File: src/rtl/bcd5421_frame_dec_if.sv
// bcd5421_frame_dec_if: digit-in / frame-result-out handshake bundle for the 5421 frame decoder.
interface bcd5421_frame_dec_if #(
   parameter int OUT_W = 7
);
   logic             in_valid;
   logic             in_ready;
   logic [3:0]       in_code;
   logic             out_valid;
   logic             out_ready;
   logic [OUT_W-1:0] out_value;
   logic             out_err;
   logic [7:0]       err_cnt;

   modport master (
      output in_valid, in_code, out_ready,
      input  in_ready, out_valid, out_value, out_err, err_cnt
   );

   modport slave (
      input  in_valid, in_code, out_ready,
      output in_ready, out_valid, out_value, out_err, err_cnt
   );
endinterface

File: src/rtl/bcd5421_frame_dec.sv
// bcd5421_frame_dec: collects DIGITS 5421-coded digits (MSD first) into a binary value,
// flags frames containing invalid codes and counts them (saturating at 255).
module bcd5421_frame_dec #(
   parameter int DIGITS = 2,
   parameter int OUT_W  = 7
) (
   input logic                clk,
   input logic                rst_n,
   input logic                clr,
   bcd5421_frame_dec_if.slave bus
);
   localparam int CW = DIGITS > 1 ? $clog2(DIGITS) : 1;

   typedef enum logic {COLLECT, HOLD} state_t;

   state_t           state_q, state_d;
   logic [CW-1:0]    dcnt_q, dcnt_d;
   logic [OUT_W-1:0] acc_q, acc_d;
   logic             ferr_q, ferr_d;
   logic             out_valid_q, out_valid_d;
   logic [OUT_W-1:0] out_value_q, out_value_d;
   logic             out_err_q, out_err_d;
   logic [7:0]       err_cnt_q, err_cnt_d;

   logic             bad;
   logic [3:0]       dig;
   logic [OUT_W-1:0] acc_nx;
   logic             last;
   logic             accept;

   // Low three bits above 4 are exactly the six illegal codes in both halves.
   always_comb begin
      bad    = bus.in_code[2:0] > 3'd4;
      dig    = bad ? 4'd0 : (bus.in_code[3] ? bus.in_code - 4'd3 : bus.in_code);
      acc_nx = (acc_q << 3) + (acc_q << 1) + OUT_W'(dig);
      last   = dcnt_q == CW'(DIGITS - 1);
      accept = state_q == COLLECT && bus.in_valid;
   end

   always_comb begin
      state_d     = state_q;
      dcnt_d      = dcnt_q;
      acc_d       = acc_q;
      ferr_d      = ferr_q;
      out_valid_d = out_valid_q;
      out_value_d = out_value_q;
      out_err_d   = out_err_q;
      err_cnt_d   = err_cnt_q;
      if (clr) begin
         state_d     = COLLECT;
         dcnt_d      = '0;
         acc_d       = '0;
         ferr_d      = 1'b0;
         out_valid_d = 1'b0;
      end else if (accept && last) begin
         state_d     = HOLD;
         dcnt_d      = '0;
         acc_d       = '0;
         ferr_d      = 1'b0;
         out_valid_d = 1'b1;
         out_value_d = acc_nx;
         out_err_d   = ferr_q | bad;
         err_cnt_d   = (ferr_q | bad) && err_cnt_q != 8'hFF ? err_cnt_q + 8'd1 : err_cnt_q;
      end else if (accept) begin
         dcnt_d = dcnt_q + CW'(1);
         acc_d  = acc_nx;
         ferr_d = ferr_q | bad;
      end else if (state_q == HOLD && bus.out_ready) begin
         state_d     = COLLECT;
         out_valid_d = 1'b0;
      end
   end

   always_ff @(posedge clk or negedge rst_n) begin
      if (!rst_n) begin
         state_q     <= COLLECT;
         dcnt_q      <= '0;
         acc_q       <= '0;
         ferr_q      <= 1'b0;
         out_valid_q <= 1'b0;
         out_value_q <= '0;
         out_err_q   <= 1'b0;
         err_cnt_q   <= '0;
      end else begin
         state_q     <= state_d;
         dcnt_q      <= dcnt_d;
         acc_q       <= acc_d;
         ferr_q      <= ferr_d;
         out_valid_q <= out_valid_d;
         out_value_q <= out_value_d;
         out_err_q   <= out_err_d;
         err_cnt_q   <= err_cnt_d;
      end
   end

   assign bus.in_ready  = state_q == COLLECT;
   assign bus.out_valid = out_valid_q;
   assign bus.out_value = out_value_q;
   assign bus.out_err   = out_err_q;
   assign bus.err_cnt   = err_cnt_q;
endmodule

File: src/flat_wrapper.sv
// flat-port wrapper written by rule: the top's interface ports become plain ports
module bcd5421_frame_dec_flat 
#(
   parameter int DIGITS = 2,
   parameter int OUT_W  = 7
)
  (clk, rst_n, clr, bus_in_valid, bus_in_code, bus_out_ready, bus_in_ready, bus_out_valid, bus_out_value, bus_out_err, bus_err_cnt);
  bcd5421_frame_dec_if #(.OUT_W(OUT_W)) bus_i ();
  input logic clk;
  input logic rst_n;
  input logic clr;
  input wire logic [$bits(bus_i.in_valid)-1:0] bus_in_valid;
  input wire logic [$bits(bus_i.in_code)-1:0] bus_in_code;
  input wire logic [$bits(bus_i.out_ready)-1:0] bus_out_ready;
  output wire logic [$bits(bus_i.in_ready)-1:0] bus_in_ready;
  output wire logic [$bits(bus_i.out_valid)-1:0] bus_out_valid;
  output wire logic [$bits(bus_i.out_value)-1:0] bus_out_value;
  output wire logic [$bits(bus_i.out_err)-1:0] bus_out_err;
  output wire logic [$bits(bus_i.err_cnt)-1:0] bus_err_cnt;
  assign bus_i.in_valid = bus_in_valid;
  assign bus_i.in_code = bus_in_code;
  assign bus_i.out_ready = bus_out_ready;
  assign bus_in_ready = bus_i.in_ready;
  assign bus_out_valid = bus_i.out_valid;
  assign bus_out_value = bus_i.out_value;
  assign bus_out_err = bus_i.out_err;
  assign bus_err_cnt = bus_i.err_cnt;
  bcd5421_frame_dec #(.DIGITS(DIGITS), .OUT_W(OUT_W)) u_core (.clk(clk), .rst_n(rst_n), .clr(clr), .bus(bus_i));
endmodule
File: config.mk
export PLATFORM = sky130hd
export DESIGN_NAME = bcd5421_frame_dec_flat
export DESIGN_NICKNAME = d
export VERILOG_FILES = /design/src/rtl/bcd5421_frame_dec_if.sv /design/src/rtl/bcd5421_frame_dec.sv /design/src/flat_wrapper.sv
export SDC_FILE = /design/constraint.sdc
export NUM_CORES = 1
export LEC_CHECK = 0
export CAP_MARGIN = 0
export CORE_ASPECT_RATIO = 0.7
export CORE_UTILIZATION = 51
export DETAILED_ROUTE_END_ITERATION = 8
export HOLD_SLACK_MARGIN = 0.06
export MAX_ROUTING_LAYER = met4
export PLACE_DENSITY = 0.78
export SETUP_SLACK_MARGIN = 0.5
export SYNTH_ARGS = -nofsm -noshare
export SYNTH_HDL_FRONTEND = slang
export SYNTH_SLANG_ARGS = --single-unit
File: constraint.sdc
create_clock -name clk -period 3 [get_ports clk]
set_clock_uncertainty 0.2 [all_clocks]
set_input_delay 0.6 -clock clk [delete_from_list [all_inputs] [get_ports clk]]
set_output_delay 0.6 -clock clk [all_outputs]
set_load 0.05 [all_outputs]
==> metrics.yaml <==
layout:
  fin_util_pct: 76.6
  nFillCells: 174
  multi_input_area_um2: 877
  final_nets: 201
  syn_to_final_growth_pct: 36.6
  fin_area_um2: 1970
  layout-drive-gt1-share_pct: 20.2
  antenna_cells: 0
  regArea_um2: 626
synthesis:
  syn-instance-count: 142
  synth_ff_type: "dfrtp_1"
  synth_area_um2: 1440
  synth_area_per_cell_um2: 10.2
  synth-seq-cells: 25
  synth.distinct_cells: 37
  syn_nets: 164
  yosysMostFrequentCell: "dfrtp_1"
  synth_top_cell_by_area: "dfrtp_1"
  synth.area.top_cells: "dfrtp_1 (43%), ha_1 (9.5%), nand2_1 (5.7%)"
  async_flop_share_pct: 100
  ys_warn_count: 0
  ys_seq_area_share_pct: 43.4
  synth_edf_count: 0
  yosys-top-cells-count: "dfrtp_1 (25), nand2_1 (22), ha_1 (11)"
  synth_top_area_share_pct: 43.4
pwr:
  sw_frac_of_total_pct: 40.5
  power_mw: 1.11
  internal_power_mw: 0.657
  pwr-share-comb_pct: 42.4
  ir_drop_mv: 0.358
  clkPwrFrac_pct: 17.5
  power_frac_seq_pct: 40.2
  leakagePower_nw: 0.940
  power_switching_mw: 0.448
  power_density_nw_per_um2: 561
worst_setup_path:
  start_kind: "primary input"
  critPathMaxFanout: 3
  endpoint_kind: "flop"
  crit_type: "primary input to flop"
  arrival_ns: 2.64
  required_ns: 2.94
placement:
  dp_hpwl_um: 2350
  place.gp.congestion: 0.796
  port_buffers: 26
  place_area_um2: 1890
  dp_slack_ns: -0.471
floorplanning:
  core_um2: 2570
  rows: 15
  dieArea_um2: 3050
  die_h_um: 46.5
  ioPinCount: 27
  die_w_um: 65.6
  start_util_pct: 56.1
run:
  drv_cap: 0
detailed_routing:
  routed_wirelength_um: 3060
  wire_per_inst_um: 14.4
  first_pass_iters: 4
  vias_per_cell: 5.39
  drc_errors: 0
  drt-initial-drc-count: 97
  ant_nets: 0
  vias: 1143
clock_tree:
  cts_tree: "yes"
  cts.reportedPaths.clkPinSlew_ns: 0.08
  clkSinkCount: 25
  htreeDepth: 1
  cts_buffers: 3
  worstSkewPairLatency_ns: 0.26
  ctsHoldBuffers: 0
  ctsRootBufferMaster: "clkbuf_8"
  clock_path_buffers: 2
global_routing:
  antenna_found_initial: 0
  first_global_vias: 1101
  grt_pass1_wl_um: 5260
  grt-ovfl-total: 0
  grt_max_degree: 26
  grt_usage_pct: 24.3
sta:
  period_minus_slack_ns: 2.70
  slew_headroom_pct: 66.7
  tightestPinTransition_ns: 0.498
  fmax_ghz: 0.371
  timing.final.crit_share_pct: 89.9
  finalSetupViolations: 0
  finalMaxSlewViolations: 0
  rsz0062_at_grt: "true"
  finalWorstSetupSlack_ns: 0.302
  hold_viol: 0
  whs_ns: 0.279
min_path:
  min-delay-path-class: "flop to flop"
status:
  outcome: "completed"
==> area by class of cell <==
class / instances / share of cell area (%)
Tap cell: 34 / 2.16
Multi-Input combinational cell: 105 / 44.5
Sequential cell: 25 / 31.7
Clock buffer: 4 / 2.29
Inverter: 8 / 2.41
Timing Repair Buffer: 36 / 16.9
==> per-stage QoR <==
stage	cells	setup TNS (ns)
finish	212	0
detailed placement	208	-2.48
floorplan	142	0
global placement	208	-1.95
CTS	212	0
global route	212	0
==> state kept, by name (all words and copies together) (netlist names) <==
name and flops:
u_core.bus.err_cnt 8, u_core.bus.out_value 7, u_core.acc_q 6, u_core.bus.out_err 1, u_core.dcnt_q 1, u_core.ferr_q 1
u_core.state_q 1
==> power groups by stage <==
stage	Sequential, mW	Clock (mW)	Combinational [mW]
6_report	0.444	0.193	0.468
4_1_cts	0.445	0.200	0.471
2_1_floorplan	0.609	0	0.132
3_5_place_dp	0.451	0	0.461
3_3_place_gp	0.446	0	0.449
5_1_grt	0.454	0.212	0.499
==> cells by family (layout without fill, tap and decap cells) <==
family	count (synthesis)	count (layout)	synth area share, %
fa+ha+maj	13	13	12.3
compound gates	23	23	11.7
mux	3	3	2.17
simple gates	54	54	20.0
xor+xnor	12	12	7.29
flops	25	25	43.4
buf+inv	12	48	3.12
==> critical path, cell delays in order <==
cell,delay (ns)
buf_6,0.09
buf_8,0.13
inv_12,0.05
ha_4,0.13
nand2_4,0.06
o31ai_4,0.05
nand2_1,0.10
fa_1,0.52
inv_2,0.06
fa_2,0.34
a21o_1,0.18
a21oi_2,0.13
xnor2_1,0.12
o21ai_1,0.07
==> metal layers <==
metal | GRT usage (%) | part of all wire (%) | vias up | wire, um
li1 | - | - | 558 | -
met1 | 33.4 | 49 | 553 | 1510
met2 | 37.5 | 46 | 30 | 1400
met3 | 5.20 | 4.2 | 2 | 130
met4 | 3.91 | 0.62 | 0 | 19
met5 | - | 0 | - | 0
==> placed cells by master (no fill, tap or decap), types with 3 or more instances in the layout <==
cell type,instances
clkdlybuf4s50_1,22
clkbuf_8,3
nand2_1,21
ha_1,6
inv_1,5
ha_4,4
nor2_1,10
xor2_1,6
xnor2_1,5
buf_4,9
dfrtp_1,25
a21oi_1,5
nand3_1,4
==> what timing repair did <==
item,in CTS,in global routing
pin swaps,11,6
gates resized for setup,19,1
setup endpoints to repair,8,7
buffers inserted,0,0
==> worst paths after layout <==
check	end	depth (start not counted)	slack, ns	from
min in group asynchronous	u_core.bus.out_value[5]	2	0.50	rst_n
worst min-delay path	u_core.bus.out_value[4]	2	0.28	u_core.bus.out_value[4]
worst max-delay path	u_core.bus.out_value[6]	14	0.30	bus_in_code[1]
worst min register to register	u_core.bus.out_value[4]	2	0.28	u_core.bus.out_value[4]
worst max register to register	u_core.bus.out_value[6]	8	0.77	u_core.acc_q[0]
max in group asynchronous	u_core.bus.out_value[0]	2	1.85	rst_n
Power figures use the tool's default switching activity.
